File: src/rtl/hdmi_video_timing.sv
// Raster timing generator with built-in test patterns. Produces registered,
// mutually aligned sync, data-enable, position and RGB outputs for TMDS encoders.
module hdmi_video_timing #(
  parameter int unsigned H_ACTIVE = 640,
  parameter int unsigned H_FP     = 16,
  parameter int unsigned H_SYNC   = 96,
  parameter int unsigned H_BP     = 48,
  parameter int unsigned V_ACTIVE = 480,
  parameter int unsigned V_FP     = 10,
  parameter int unsigned V_SYNC   = 2,
  parameter int unsigned V_BP     = 33,
  parameter bit          HS_POL   = 1'b0,
  parameter bit          VS_POL   = 1'b0
) (
  input  logic        clk_i,
  input  logic        rst_ni,
  input  logic        en_i,
  input  logic [1:0]  pat_sel_i,
  input  logic [23:0] solid_rgb_i,
  output logic        de_o,
  output logic        hsync_o,
  output logic        vsync_o,
  output logic [11:0] x_o,
  output logic [11:0] y_o,
  output logic        frame_start_o,
  output logic [7:0]  red_o,
  output logic [7:0]  green_o,
  output logic [7:0]  blue_o
);

  localparam logic [11:0] HActive    = 12'(H_ACTIVE);
  localparam logic [11:0] HSyncStart = 12'(H_ACTIVE + H_FP);
  localparam logic [11:0] HSyncEnd   = 12'(H_ACTIVE + H_FP + H_SYNC);
  localparam logic [11:0] HLast      = 12'(H_ACTIVE + H_FP + H_SYNC + H_BP - 1);
  localparam logic [11:0] VActive    = 12'(V_ACTIVE);
  localparam logic [11:0] VSyncStart = 12'(V_ACTIVE + V_FP);
  localparam logic [11:0] VSyncEnd   = 12'(V_ACTIVE + V_FP + V_SYNC);
  localparam logic [11:0] VLast      = 12'(V_ACTIVE + V_FP + V_SYNC + V_BP - 1);
  localparam logic [11:0] BarWLast   = 12'(H_ACTIVE / 8 - 1);

  // Raster and pattern state
  logic [11:0] h_q, h_d;
  logic [11:0] v_q, v_d;
  logic [2:0]  bar_q, bar_d;
  logic [11:0] bar_pix_q, bar_pix_d;
  logic [1:0]  pat_q, pat_d;

  // Registered outputs
  logic        de_q, hsync_q, vsync_q, fs_q;
  logic [11:0] x_q, y_q;
  logic [23:0] rgb_q;

  // Combinational view of the pixel at (h_q, v_q)
  logic        first_pix;
  logic [1:0]  pat_cur;
  logic        de_c, hsync_c, vsync_c;
  logic [23:0] bar_rgb, rgb_c;

  assign first_pix = (h_q == 12'd0) && (v_q == 12'd0);
  // The pattern chosen at pixel (0,0) already applies to that pixel.
  assign pat_cur   = first_pix ? pat_sel_i : pat_q;

  // Counter, bar counter and pattern latch next-state
  always_comb begin
    h_d       = h_q;
    v_d       = v_q;
    bar_d     = bar_q;
    bar_pix_d = bar_pix_q;
    pat_d     = pat_q;
    if (en_i) begin
      if (first_pix) begin
        pat_d = pat_sel_i;
      end
      if (h_q == HLast) begin
        h_d       = 12'd0;
        bar_d     = 3'd0;
        bar_pix_d = 12'd0;
        v_d       = (v_q == VLast) ? 12'd0 : v_q + 12'd1;
      end else begin
        h_d = h_q + 12'd1;
        // Bar index advances every BAR_W pixels and sticks at the last bar.
        if (bar_pix_q == BarWLast) begin
          bar_pix_d = 12'd0;
          if (bar_q != 3'd7) begin
            bar_d = bar_q + 3'd1;
          end
        end else begin
          bar_pix_d = bar_pix_q + 12'd1;
        end
      end
    end
  end

  // Colour bar lookup
  always_comb begin
    bar_rgb = 24'h000000;
    unique case (bar_q)
      3'd0: bar_rgb = 24'hFFFFFF;
      3'd1: bar_rgb = 24'hFFFF00;
      3'd2: bar_rgb = 24'h00FFFF;
      3'd3: bar_rgb = 24'h00FF00;
      3'd4: bar_rgb = 24'hFF00FF;
      3'd5: bar_rgb = 24'hFF0000;
      3'd6: bar_rgb = 24'h0000FF;
      3'd7: bar_rgb = 24'h000000;
      default: bar_rgb = 24'h000000;
    endcase
  end

  // Sync, data-enable and pattern pixel for the current position
  always_comb begin
    de_c    = (h_q < HActive) && (v_q < VActive);
    hsync_c = ((h_q >= HSyncStart) && (h_q < HSyncEnd)) ? HS_POL : ~HS_POL;
    // Depends on v only, so it can change solely across a line wrap.
    vsync_c = ((v_q >= VSyncStart) && (v_q < VSyncEnd)) ? VS_POL : ~VS_POL;
    rgb_c   = 24'h000000;
    unique case (pat_cur)
      2'd0: rgb_c = bar_rgb;
      2'd1: rgb_c = solid_rgb_i;
      2'd2: rgb_c = (h_q[4] ^ v_q[4]) ? 24'hFFFFFF : 24'h000000;
      2'd3: rgb_c = {3{h_q[7:0]}};
      default: rgb_c = 24'h000000;
    endcase
    if (!de_c) begin
      rgb_c = 24'h000000;
    end
  end

  // State registers
  always_ff @(posedge clk_i or negedge rst_ni) begin
    if (!rst_ni) begin
      h_q       <= 12'd0;
      v_q       <= 12'd0;
      bar_q     <= 3'd0;
      bar_pix_q <= 12'd0;
      pat_q     <= 2'd0;
    end else begin
      h_q       <= h_d;
      v_q       <= v_d;
      bar_q     <= bar_d;
      bar_pix_q <= bar_pix_d;
      pat_q     <= pat_d;
    end
  end

  // Output registers; all capture the same pixel so nothing is skewed
  always_ff @(posedge clk_i or negedge rst_ni) begin
    if (!rst_ni) begin
      de_q    <= 1'b0;
      hsync_q <= ~HS_POL;
      vsync_q <= ~VS_POL;
      fs_q    <= 1'b0;
      x_q     <= 12'd0;
      y_q     <= 12'd0;
      rgb_q   <= 24'h000000;
    end else if (en_i) begin
      de_q    <= de_c;
      hsync_q <= hsync_c;
      vsync_q <= vsync_c;
      fs_q    <= first_pix;
      x_q     <= h_q;
      y_q     <= v_q;
      rgb_q   <= rgb_c;
    end
  end

  assign de_o          = de_q;
  assign hsync_o       = hsync_q;
  assign vsync_o       = vsync_q;
  assign frame_start_o = fs_q;
  assign x_o           = x_q;
  assign y_o           = y_q;
  assign red_o         = rgb_q[23:16];
  assign green_o       = rgb_q[15:8];
  assign blue_o        = rgb_q[7:0];

endmodule

File: config.mk
export PLATFORM = sky130hd
export DESIGN_NAME = hdmi_video_timing
export DESIGN_NICKNAME = d
export VERILOG_FILES = /design/src/rtl/hdmi_video_timing.sv
export SDC_FILE = /design/constraint.sdc
export NUM_CORES = 1
export LEC_CHECK = 0
export BUFFER_PORTS_ARGS = -buffer_cell sky130_fd_sc_hd__buf_2
export CAP_MARGIN = 25
export CORE_ASPECT_RATIO = 1.4
export CORE_MARGIN = 5
export CORE_UTILIZATION = 50
export CTS_CLUSTER_DIAMETER = 60
export DETAILED_ROUTE_END_ITERATION = 6
export GPL_ROUTABILITY_DRIVEN = 0
export PLACE_DENSITY = 0.77
export SYNTH_ARGS = -nofsm -noshare
export SYNTH_HDL_FRONTEND = slang
export SYNTH_SLANG_ARGS = --single-unit
File: constraint.sdc
create_clock -name clk_i -period 3.7 [get_ports clk_i]
set_clock_uncertainty 0.2 [all_clocks]
set_input_delay 0.185 -clock clk_i [delete_from_list [all_inputs] [get_ports clk_i]]
set_output_delay 0.185 -clock clk_i [all_outputs]
set_load 0.02 [all_outputs]
==> results of run 1 <==
==> power by group <==
group	leakage, uW	total [uW]	switching, uW	internal, uW
clock network	0.000146	883	373	509
logic	0.00129	459	266	193
registers	0.00116	1260	137	1120
total	0.00259	2600	776	1820
==> layout by cell type (no fill, tap or decap), types with 3 or more instances in the layout <==
cell type	count
nor2_1	17
o21ai_1	13
ha_1	7
or4_4	3
inv_1	19
clkbuf_16	9
nand3_1	23
or3_1	4
or2_1	5
o2bb2ai_1	5
nor3_1	7
a21boi_1	3
o221ai_1	5
dlygate4sd3_1	26
and2_1	3
nor4_1	5
nand4_1	10
clkbuf_8	3
a32oi_1	16
and3_1	13
o21ai_0	36
dfrtp_1	91
a22oi_1	6
nand2b_1	8
buf_2	79
mux2_2	24
xnor2_1	9
a21oi_1	9
buf_4	6
nor4b_1	3
nand2_1	36
xor2_1	7
==> layer usage <==
metal	wire length (um)	GRT usage, %	up-vias	share of wire (%)
met5	0	0	-	0
met4	403	10.6	0	3.4
met3	533	3.99	32	4.6
met2	6210	36.6	116	53
met1	4560	25.3	1965	39
li1	-	-	1852	-
==> what timing repair did <==
item                                   in CTS  in global routing
hold buffers                               26                  0
setup endpoints to repair                   0                  0
endpoints found under the hold margin     107                  0
==> worst reg2reg max path, cell delays in order (launching register included) <==
cell,delay (ns)
dfrtp_1,0.43
inv_1,0.13
ha_1,0.20
nor4b_1,0.55
and3_1,0.40
a21oi_1,0.15
a311oi_2,0.57
a32oi_1,0.20
o21ai_0,0.12
==> logic make-up after synthesis <==
kind of cell	after synthesis	synth area share [%]
flops	93	50.0
compound gates	113	16.6
fa+ha+maj	7	1.88
buf+inv	45	4.38
xor+xnor	16	3.01
mux	25	6.02
simple gates	150	18.1
==> worst paths after layout <==
kind / end / slack (ns) / from / cells after the start
worst max-delay path: rgb_q[8]$_DFFE_PN0P_ / 0.66 / h_q[0]$_DFFE_PN0P_ / 8
worst min-delay path: y_o[8]$_DFFE_PN0P_ / 0.02 / rst_ni / 2
worst max register to register: rgb_q[8]$_DFFE_PN0P_ / 0.66 / h_q[0]$_DFFE_PN0P_ / 8
worst min register to register: bar_pix_q[11]$_DFFE_PN0P_ / 0.28 / bar_pix_q[11]$_DFFE_PN0P_ / 1
max in group asynchronous: hsync_o$_DFFE_PN1P_ / 2.66 / rst_ni / 3
min in group clk_i: pat_q[0]$_DFFE_PN0P_ / 0.04 / pat_sel_i[0] / 3
==> Yosys cell counts, drive strengths merged, types with 2 or more instances <==
cell / number
dfrtp: 91
xnor2: 9
nor4: 7
a22oi: 6
a21boi: 3
o21ai: 51
a21o: 2
or3: 4
or4: 4
xor2: 7
and3: 13
nand3: 23
o21bai: 2
inv: 19
a311o: 2
a32oi: 16
dfstp: 2
and2: 3
mux2: 24
nand2b: 8
nand2: 36
nor3: 9
a311oi: 2
ha: 7
clkbuf: 16
or2: 6
o221ai: 5
nand4b: 2
buf: 10
o2bb2ai: 5
nor4b: 3
a21oi: 9
nor2: 19
nand4: 11
==> registers in the layout, indices dropped and copies added, names as in the netlist <==
name           count
hsync_o            1
bar_pix_q         12
h_q               12
y_o               12
rgb_q             24
frame_start_o      1
de_o               1
vsync_o            1
v_q               12
x_o               12
pat_q              2
bar_q              3
==> metrics by stage <==
stage / power [uW] / hold WS [ns] / worst slack, ns / cells / area (um2)
after floorplan: 1550 / -0.311 / 1.05 / 449 / 4660
after global routing: 2720 / 0.0273 / 0.467 / 659 / 5680
after detailed placement: 1710 / 0.225 / 0.743 / 615 / 5100
after CTS: 2610 / 0.0209 / 0.715 / 657 / 5650
after global placement: 1690 / 0.222 / 0.812 / 615 / 5100
final: 2600 / 0.0206 / 0.665 / 659 / 5680
==> cell type report <==
type	count	area (um2)	area share, %
Tap cell	107	134	2.36
Timing Repair Buffer	112	728	12.8
Multi-Input combinational cell	311	2130	37.4
Clock buffer	13	270	4.76
Antenna cell	1	2.50	0.0441
Clock inverter	3	18.8	0.330
Inverter	19	71.3	1.26
Sequential cell	93	2330	41.0
==> summary.md, run 1 <==
| Metric | Value |
|---|---|
| CP Max Fanout | `7` |
| Relative slew margins | `44.9%` |
| Root Buffer | `clkbuf_16` |
| Post-Syn Area per Cell | `10.4 um2` |
| Share of layout cells above drive strength 1 | `26.1%` |
| Worst EP arrival | `3.09 ns` |
| Initial antenna violation count | `1` |
| Fillcell total | `748` |
| Worst-path clk slew | `0.06 ns` |
| Power density over cell area | `458 mW/mm2` |
| Postcts setup bufs | `0` |
| Wire per inst | `17.8 um` |
| CTS Sinks | `93` |
| Synth async-reset ratio | `100%` |
| Clock Tree Buf Depth | `2` |
| Static Leak | `0.00259 uW` |
| VDD IR max | `301 uV` |
| Gr ovfl total | `0` |
| Synth warn | `0` |
| Post-synthesis cell area | `0.00466 mm2` |
| Distinct cells, synth | `58` |
| Post-synth top area share | `48.9%` |
| Core area | `0.00908 mm2` |
| RSZ-0062 raised after global routing | `false` |
| First-pass GRT wire length | `19.6 mm` |
| Die area | `0.0114 mm2` |
| Worst-Margin Slew | `0.819 ns` |
| Area Growth Syn to Fin | `21.9%` |
| Pin count of the biggest net entering global routing | `86` |
| Final-report hold violation count | `0` |
| TritonCTS clock tree | `built` |
| Initial core utilization | `51.3%` |
| Mapped Cells | `449` |
| DRT Pass-1 Iters | `4` |
| Synth area leaders | `dfrtp_1, mux2_2, o21ai_0, a32oi_1, nand2_1` |
| Vias per cell | `6.02` |
| Worst Setup Path Type | `flip-flop to flip-flop` |
| H-tree depth | `3` |
| Fmax | `0.329 GHz` |
| Post-layout util | `62.6%` |
| Via count | `3965` |
| FP Rows | `41` |
| Nets | `582` |
| Status | `complete, no violations` |
| Antenna Nets Post-Route | `0` |
| Crit path capture type | `flip-flop` |
| Yosys top cell by area | `dfrtp_1` |
| CTS buffer count | `9` |
| CP required | `3.75 ns` |
| CP max stage cell | `a311oi_2` |
| DP HPWL | `7.97 mm` |
| Worst Path Buf+Inv | `1` |
| Post_cts resized | `0` |
| Post-synth EDFFs | `0` |
| Biggest cell delay along the critical path | `0.57 ns` |
| Seq/Total Area, Yosys | `50.0%` |
| GR Util All Layers | `21.4%` |
| DIE WIDTH | `91.6 um` |
| TNS Setup | `0 ns` |
| Worst setup SP type | `flip-flop` |
| Mapped Nets | `485` |
| Min Tclk post-route | `3.04 ns` |
| Vias in the first global route | `4027` |
| Slew Viols, Final | `0` |
| Initial DRC Count | `294` |
| Critical path's top delay family | `compound AO/OA/AOI/OAI gates` |
| PortBufs | `80` |
| DRC violations left | `0` |
| Max-cap check violation count | `0` |
| Final setup vio count | `0` |
| Fin crit share | `82.0%` |
| Min-delay worst type | `input pin to async pin` |
| Main flop type after synthesis | `dfrtp_1` |
| Die Y | `124 um` |
| Worst-Skew Late Latency | `0.34 ns` |
| Routed wire length | `11.7 mm` |
| Crit path cell chain | `inv_1 -> ha_1 -> nor4b_1 -> and3_1 -> a21oi_1 -> a311oi_2 -> a32oi_1 -> o21ai_0` |
| Flops & latches, synth | `93` |
| Boundary pin count | `81` |
(Power assumes the default switching activity.)
==> inputs of run 2 (changes only) <==
==> constraint.sdc (replaced) <==
create_clock -name clk_i -period 2.9 [get_ports clk_i]
set_clock_uncertainty 0.2 [all_clocks]
set_input_delay 0.145 -clock clk_i [delete_from_list [all_inputs] [get_ports clk_i]]
set_output_delay 0.145 -clock clk_i [all_outputs]
set_load 0.02 [all_outputs]
==> run 2 against run 1 <==
  * The run now ends with design-rule violations left
  * Final cell count increased by 1.5%
  * Fmax increased by 11%
  * Total power increased by 36%
  * Clock power increased by 48%
  * Sequential share of layout area decreased by 1.0 points
  * Core utilization increased by 1.6 points
  * Critical path depth decreased by 1
  * First-iteration DRC count increased by 34%
  * Wire length increased by 0.43%
  * Non-clock buffer count increased by 10
  * Critical path type unchanged
  * Critical endpoint is now rgb_q[17]$_DFFE_PN0P_
==> summary.md, run 2 (synthesis gave the netlist of run 1 again) <==
| Metric | Value |
|---|---|
| Core area | `0.00908 mm2` |
| Initial core utilization | `51.3%` |
| Fmax | `0.365 GHz` |
| Wire per inst | `17.6 um` |
| Crit path capture type | `flip-flop` |
| CTS Sinks | `93` |
| Commonest non-fill, non-tap cell in the layout | `dfrtp_1` |
| Total power | `3530 uW` |
| Antenna Nets Post-Route | `0` |
| Worst setup SP type | `flip-flop` |
| Biggest cell delay along the critical path | `0.62 ns` |
| Failing checks | `design-rule violations` |
| Power density over cell area | `605 mW/mm2` |
| Fillcell total | `716` |
| TritonCTS clock tree | `built` |
| Final setup vio count | `0` |
| Area Growth Syn to Fin | `25.1%` |
| Die Y | `124 um` |
| Final-report hold violation count | `0` |
| Share of layout cells above drive strength 1 | `27.7%` |
| Most frequent cells in the layout | `dfrtp_1, buf_2, nand2_1, o21ai_0, dlygate4sd3_1` |
| Max-cap check violation count | `0` |
| PnR worst setup slack | `0.163 ns` |
| First-pass GRT wire length | `19.8 mm` |
| Static Leak | `0.00265 uW` |
| DRT Pass-1 Iters | `7` |
| Vias in the first global route | `4074` |
| Worst-path clk slew | `0.06 ns` |
| Min-delay worst type | `input pin to flip-flop` |
| Worst-Skew Late Latency | `0.34 ns` |
| Boundary pin count | `81` |
| Relative slew margins | `59.6%` |
| Pin count of the biggest net entering global routing | `49` |
| DP HPWL | `8.10 mm` |
| Worst Setup Path Type | `flip-flop to flip-flop` |
| Worst-Margin Slew | `0.606 ns` |
| CTS buffer count | `9` |
| Root Buffer | `clkbuf_16` |
| Post-layout util | `64.2%` |
| Min Tclk post-route | `2.74 ns` |
| VDD IR max | `418 uV` |
| GR Util All Layers | `21.4%` |
| Worst Path Buf+Inv | `1` |
| CP max stage cell | `or4_1` |
| PortBufs | `80` |
| Critical path's top delay family | `compound AO/OA/AOI/OAI gates` |
| Crit path cell chain | `or4_1 -> nor4_4 -> buf_4 -> a21oi_1 -> a311oi_2 -> a32oi_1 -> o21ai_0` |
| DIE WIDTH | `91.6 um` |
| Vias per cell | `6.01` |
| Initial DRC Count | `394` |
| CP Max Fanout | `10` |
| Routed wire length | `11.8 mm` |
| DRC violations left | `1` |
| Fin crit share | `94.4%` |
| Hold WS | `0.0257 ns` |
| H-tree depth | `3` |
| Clock Tree Buf Depth | `2` |
| FP Rows | `41` |
| CP required | `2.96 ns` |
| Largest Register | `rgb_q` |
| Worst EP arrival | `2.80 ns` |
| TNS Setup | `0 ns` |
| Die area | `0.0114 mm2` |
| Initial antenna violation count | `2` |
| Max reg flops | `24` |
| Nets | `592` |
| Status | `finished, violations left` |
| Via count | `4022` |
| Placement Setup Slack | `0.0988 ns` |
| Slew Viols, Final | `0` |
| Gr ovfl total | `0` |
-- run 2: cell count changes in the layout (fill, tap and decap cells not counted), sizes merged --
cell      before  now
clkinv         3    0
clkinvlp       0    3
diode          1    2
bufinv         0    3
clkbuf        13    9
buf           86   96
-- run 2: timing repair --
| item | CTS | global route |
|---|---|---|
| setup buffers | 0 | 1 |
| hold endpoints to repair | 69 | 0 |
| setup endpoints to repair | 0 | 24 |
| resized for setup | 0 | 2 |
| hold buffers | 26 | 0 |
-- run 2: report_power, final --
group          switching [uW]  internal (uW)
clock network             477            836
logic                     379            269
registers                 136           1430
total                     992           2540
-- run 2: area by class of cell --
type,count,area [um2],area share [%]
tap,107,134,2.30
antenna,2,5.00,0.0859
clock buffer,9,225,3.86
inverter,19,71.3,1.22
multi-input combinational,311,2140,36.8
clock inverter,6,113,1.93
timing repair buffer,122,808,13.9
sequential,93,2330,40.0
-- run 2: worst register-to-register path, cell delays in order, from the launching register on --
cell and delay (ns):
dfrtp_1 0.43, or4_1 0.62, nor4_4 0.28, buf_4 0.21, a21oi_1 0.11, a311oi_2 0.51
a32oi_1 0.19, o21ai_0 0.11
-- run 2: through the flow --
step,instance area (um2),instances
detailed placement,5200,625
CTS,5800,666
global placement,5200,625
floorplan,4660,449
global route,5830,669
finish,5830,669
-- run 2: path summary, 6_finish.rpt --
path	start	to	slack, ns	cells after the start
hold reg to reg	x_o[2]$_DFFE_PN0P_	x_o[2]$_DFFE_PN0P_	0.28	1
setup reg to reg	v_q[7]$_DFFE_PN0P_	rgb_q[17]$_DFFE_PN0P_	0.16	7
hold / removal	pat_sel_i[0]	pat_q[0]$_DFFE_PN0P_	0.03	3
setup / recovery	v_q[7]$_DFFE_PN0P_	rgb_q[17]$_DFFE_PN0P_	0.16	7
max in group asynchronous	rst_ni	hsync_o$_DFFE_PN1P_	1.63	3
min in group asynchronous	rst_ni	y_o[7]$_DFFE_PN0P_	0.15	2
-- run 2: routing by layer --
layer / track usage, % / wire length [um]
met1: 26.1 / 4470
met2: 36.0 / 6270
met3: 4.17 / 664
met4: 9.95 / 354
met5: 0 / 0
==> inputs of run 3 (changes only) <==
--- a/config.mk
+++ b/config.mk
@@ -5,6 +5,7 @@
 export SDC_FILE = /design/constraint.sdc
 export NUM_CORES = 1
 export LEC_CHECK = 0
+export ABC_AREA = 1
 export BUFFER_PORTS_ARGS = -buffer_cell sky130_fd_sc_hd__buf_2
 export CAP_MARGIN = 25
 export CORE_ASPECT_RATIO = 1.4
==> run 3 against run 2 <==
  * The run now ends clean
  * Final area grew 3.2%
  * Area after synthesis grew 6.7%
  * First-iteration DRC count shrank 27%
  * Core utilization shrank 3.1 points
  * Global-route usage grew 0.50 points
  * Final cell count grew 25%
  * Critical path depth grew 5
  * Sequential share of layout area shrank 1.2 points
  * Critical path type unchanged
  * Largest cell class unchanged
==> summary.md, run 3 <==
| Metric | Value |
|---|---|
| Status | `complete, no violations` |
| Vias in the first global route | `4333` |
| First-pass GRT wire length | `20.7 mm` |
| VDD IR max | `375 uV` |
| Yosys top cell by area | `dfrtp_1` |
| Combinational share of power | `19.7%` |
| Main flop type after synthesis | `dfrtp_1` |
| Worst setup SP type | `flip-flop` |
| Initial antenna violation count | `0` |
| Synth warn | `0` |
| Worst-Margin Slew | `0.618 ns` |
| Critical path's top delay family | `simple AND/OR/NAND/NOR gates` |
| Most frequent cells in the layout | `nand2_1, dfrtp_1, buf_2, nand3_1, inv_1` |
| Vias per cell | `5.25` |
| PortBufs | `80` |
| Post-synthesis cell area | `0.00497 mm2` |
| Root Buffer | `clkbuf_16` |
| Die Y | `128 um` |
| Fin crit share | `87.7%` |
| Final-report hold violation count | `0` |
| CP max stage cell | `dfrtp_1` |
| Final setup vio count | `0` |
| Min-delay worst type | `input pin to async pin` |
| Internal cell power | `2330 uW` |
| Most frequent cell after synthesis | `nand2_1` |
| Hold-fix buffers, CTS | `27` |
| Max reg flops | `24` |
| RSZ-0062 raised after global routing | `false` |
| TritonCTS clock tree | `built` |
| CTS buffer count | `9` |
| Die area | `0.0121 mm2` |
| CP Max Fanout | `28` |
| P_sw | `1070 uW` |
| RR Endpoint | `rgb_q[18]$_DFFE_PN0P_` |
| Core area | `0.00985 mm2` |
| Largest Register | `rgb_q` |
| Min Tclk post-route | `2.54 ns` |
| R2R setup slack | `0.36 ns` |
| Seq/Total Area, Yosys | `46.9%` |
| Biggest cell delay along the critical path | `0.42 ns` |
| Relative slew margins | `58.8%` |
| Mapped Nets | `629` |
| Fillcell total | `807` |
| Power density over cell area | `567 mW/mm2` |
| Worst Setup Path Type | `flip-flop to flip-flop` |
| Non-filler cells, final | `837` |
| Sw frac | `31.5%` |
| Worst EP arrival | `2.63 ns` |
| Boundary pin count | `81` |
| TNS Setup | `0 ns` |
| FP Rows | `43` |
| Synth async-reset ratio | `100%` |
| Crit path cell chain | `inv_1 -> ha_1 -> nand2_1 -> nor2_1 -> nand2_1 -> nor2_4 -> nand3_2 -> nand2_4 -> nand3_4 -> nand3_1 -> nand2_1 -> nand2_1` |
| Antenna Nets Post-Route | `0` |
| Initial DRC Count | `286` |
| Post-synth top area share | `45.8%` |
| Flops & latches, synth | `93` |
| Gr ovfl total | `0` |
| Distinct cells, synth | `40` |
| Inst Count DP | `794` |
| Crit path capture type | `flip-flop` |
| Max-cap check violation count | `0` |
| DRC violations left | `0` |
| Sequential power share | `45.5%` |
| Postcts setup bufs | `0` |
| Worst-Skew Late Latency | `0.35 ns` |
| Wire per inst | `14.7 um` |
| CP required | `2.99 ns` |
| R2r startpoint | `h_q[1]$_DFFE_PN0P_` |
| Hold WS | `0.157 ns` |
| DIE WIDTH | `94.3 um` |
| Cells on worst reg2reg path | `12` |
| Worst Path Buf+Inv | `1` |
| H-tree depth | `3` |
| Fmax | `0.393 GHz` |
| Pin count of the biggest net entering global routing | `49` |
| Post_cts resized | `0` |
| Share of layout cells above drive strength 1 | `23.8%` |
| Area Growth Syn to Fin | `21.0%` |
| Static Leak | `0.00310 uW` |
| GR Util All Layers | `21.9%` |
| Clock Tree Buf Depth | `2` |
| Total power | `3410 uW` |
| Worst-path clk slew | `0.07 ns` |
| Mapped Cells | `593` |
| Initial core utilization | `50.5%` |
| Synth area leaders | `dfrtp_1, nand2_1, nand3_1, o21ai_0, inv_1` |
| Via count | `4394` |
| Synth cell count leaders | `nand2_1, dfrtp_1, nand3_1` |
| Routed wire length | `12.3 mm` |
| Post-Syn Area per Cell | `8.38 um2` |
| DP HPWL | `8.70 mm` |
| Inserted Diodes | `0` |
| Share of total power in the clock network | `34.8%` |
| Nets | `733` |
| CTS Sinks | `93` |
| Slew Viols, Final | `0` |
| Cell mode on critical path | `nand2_1` |
| Commonest non-fill, non-tap cell in the layout | `nand2_1` |
| DRT Pass-1 Iters | `5` |
| Post-synth EDFFs | `0` |
[run 3: cell types whose count changed after synthesis, moves of 9 or more]
cell,before,now
nand2_1,36,168
nand3_1,23,57
inv_1,19,48
mux2_2,24,0
nor2_1,17,37
o21ai_2,2,20
a32oi_1,16,0
and3_1,13,0
inv_2,0,11
o21ai_1,13,2
xnor2_1,9,0
[run 3: routing by layer]
layer	track usage (%)	share of wire [%]
met5	0	0
met4	10.1	3.6
met3	3.64	5.2
met2	38.2	52
met1	26.0	40
[run 3: worst register-to-register path, stage by stage (launching register included)]
cell and delay, ns:
dfrtp_1 0.42, inv_1 0.12, ha_1 0.15, nand2_1 0.05
nor2_1 0.15, nand2_1 0.12, nor2_4 0.18, nand3_2 0.12
nand2_4 0.34, nand3_4 0.32, nand3_1 0.20, nand2_1 0.07
nand2_1 0.06
[run 3: metrics by stage]
step           util (%)  worst slack, ns  area, um2
2_1_floorplan         -            0.936       4970
3_3_place_gp       55.3            0.426       5440
3_5_place_dp       55.3            0.401       5440
4_1_cts            61.1            0.365       6010
5_1_grt            61.1            0.166       6010
6_report           61.1            0.358       6010
[run 3: area by class of cell]
cell class	instances	area [um2]	area share [%]
Clock buffer	9	225	3.75
Clock inverter	7	76.3	1.27
Multi-Input combinational cell	419	2260	37.5
Tap cell	135	169	2.81
Inverter	61	238	3.95
Sequential cell	93	2330	38.8
Timing Repair Buffer	113	718	11.9
[run 3: kinds of logic after synthesis]
group,count (synthesis),synth area share (%)
buf+inv,81,7.73
xor+xnor,15,2.64
compound gates,84,10.4
fa+ha+maj,7,1.76
simple gates,313,30.6
flops,93,46.9
[run 3: power groups by stage]
stage / Clock (uW) / Combinational [uW] / Sequential (uW)
floorplan: 0 / 469 / 1570
global placement: 0 / 622 / 1570
detailed placement: 0 / 640 / 1570
CTS: 1200 / 676 / 1550
global route: 1260 / 764 / 1570
finish: 1190 / 673 / 1550
[run 3: how the worst max path moves through the flow]
stage,from,end,depth (start not counted)
finish,h_q[1]$_DFFE_PN0P_,rgb_q[18]$_DFFE_PN0P_,12
global route,h_q[1]$_DFFE_PN0P_,rgb_q[17]$_DFFE_PN0P_,12
CTS,h_q[1]$_DFFE_PN0P_,rgb_q[18]$_DFFE_PN0P_,12
detailed placement,h_q[1]$_DFFE_PN0P_,rgb_q[16]$_DFFE_PN0P_,12
global placement,h_q[1]$_DFFE_PN0P_,rgb_q[15]$_DFFE_PN0P_,12
floorplan,v_q[0]$_DFFE_PN0P_,rgb_q[10]$_DFFE_PN0P_,14
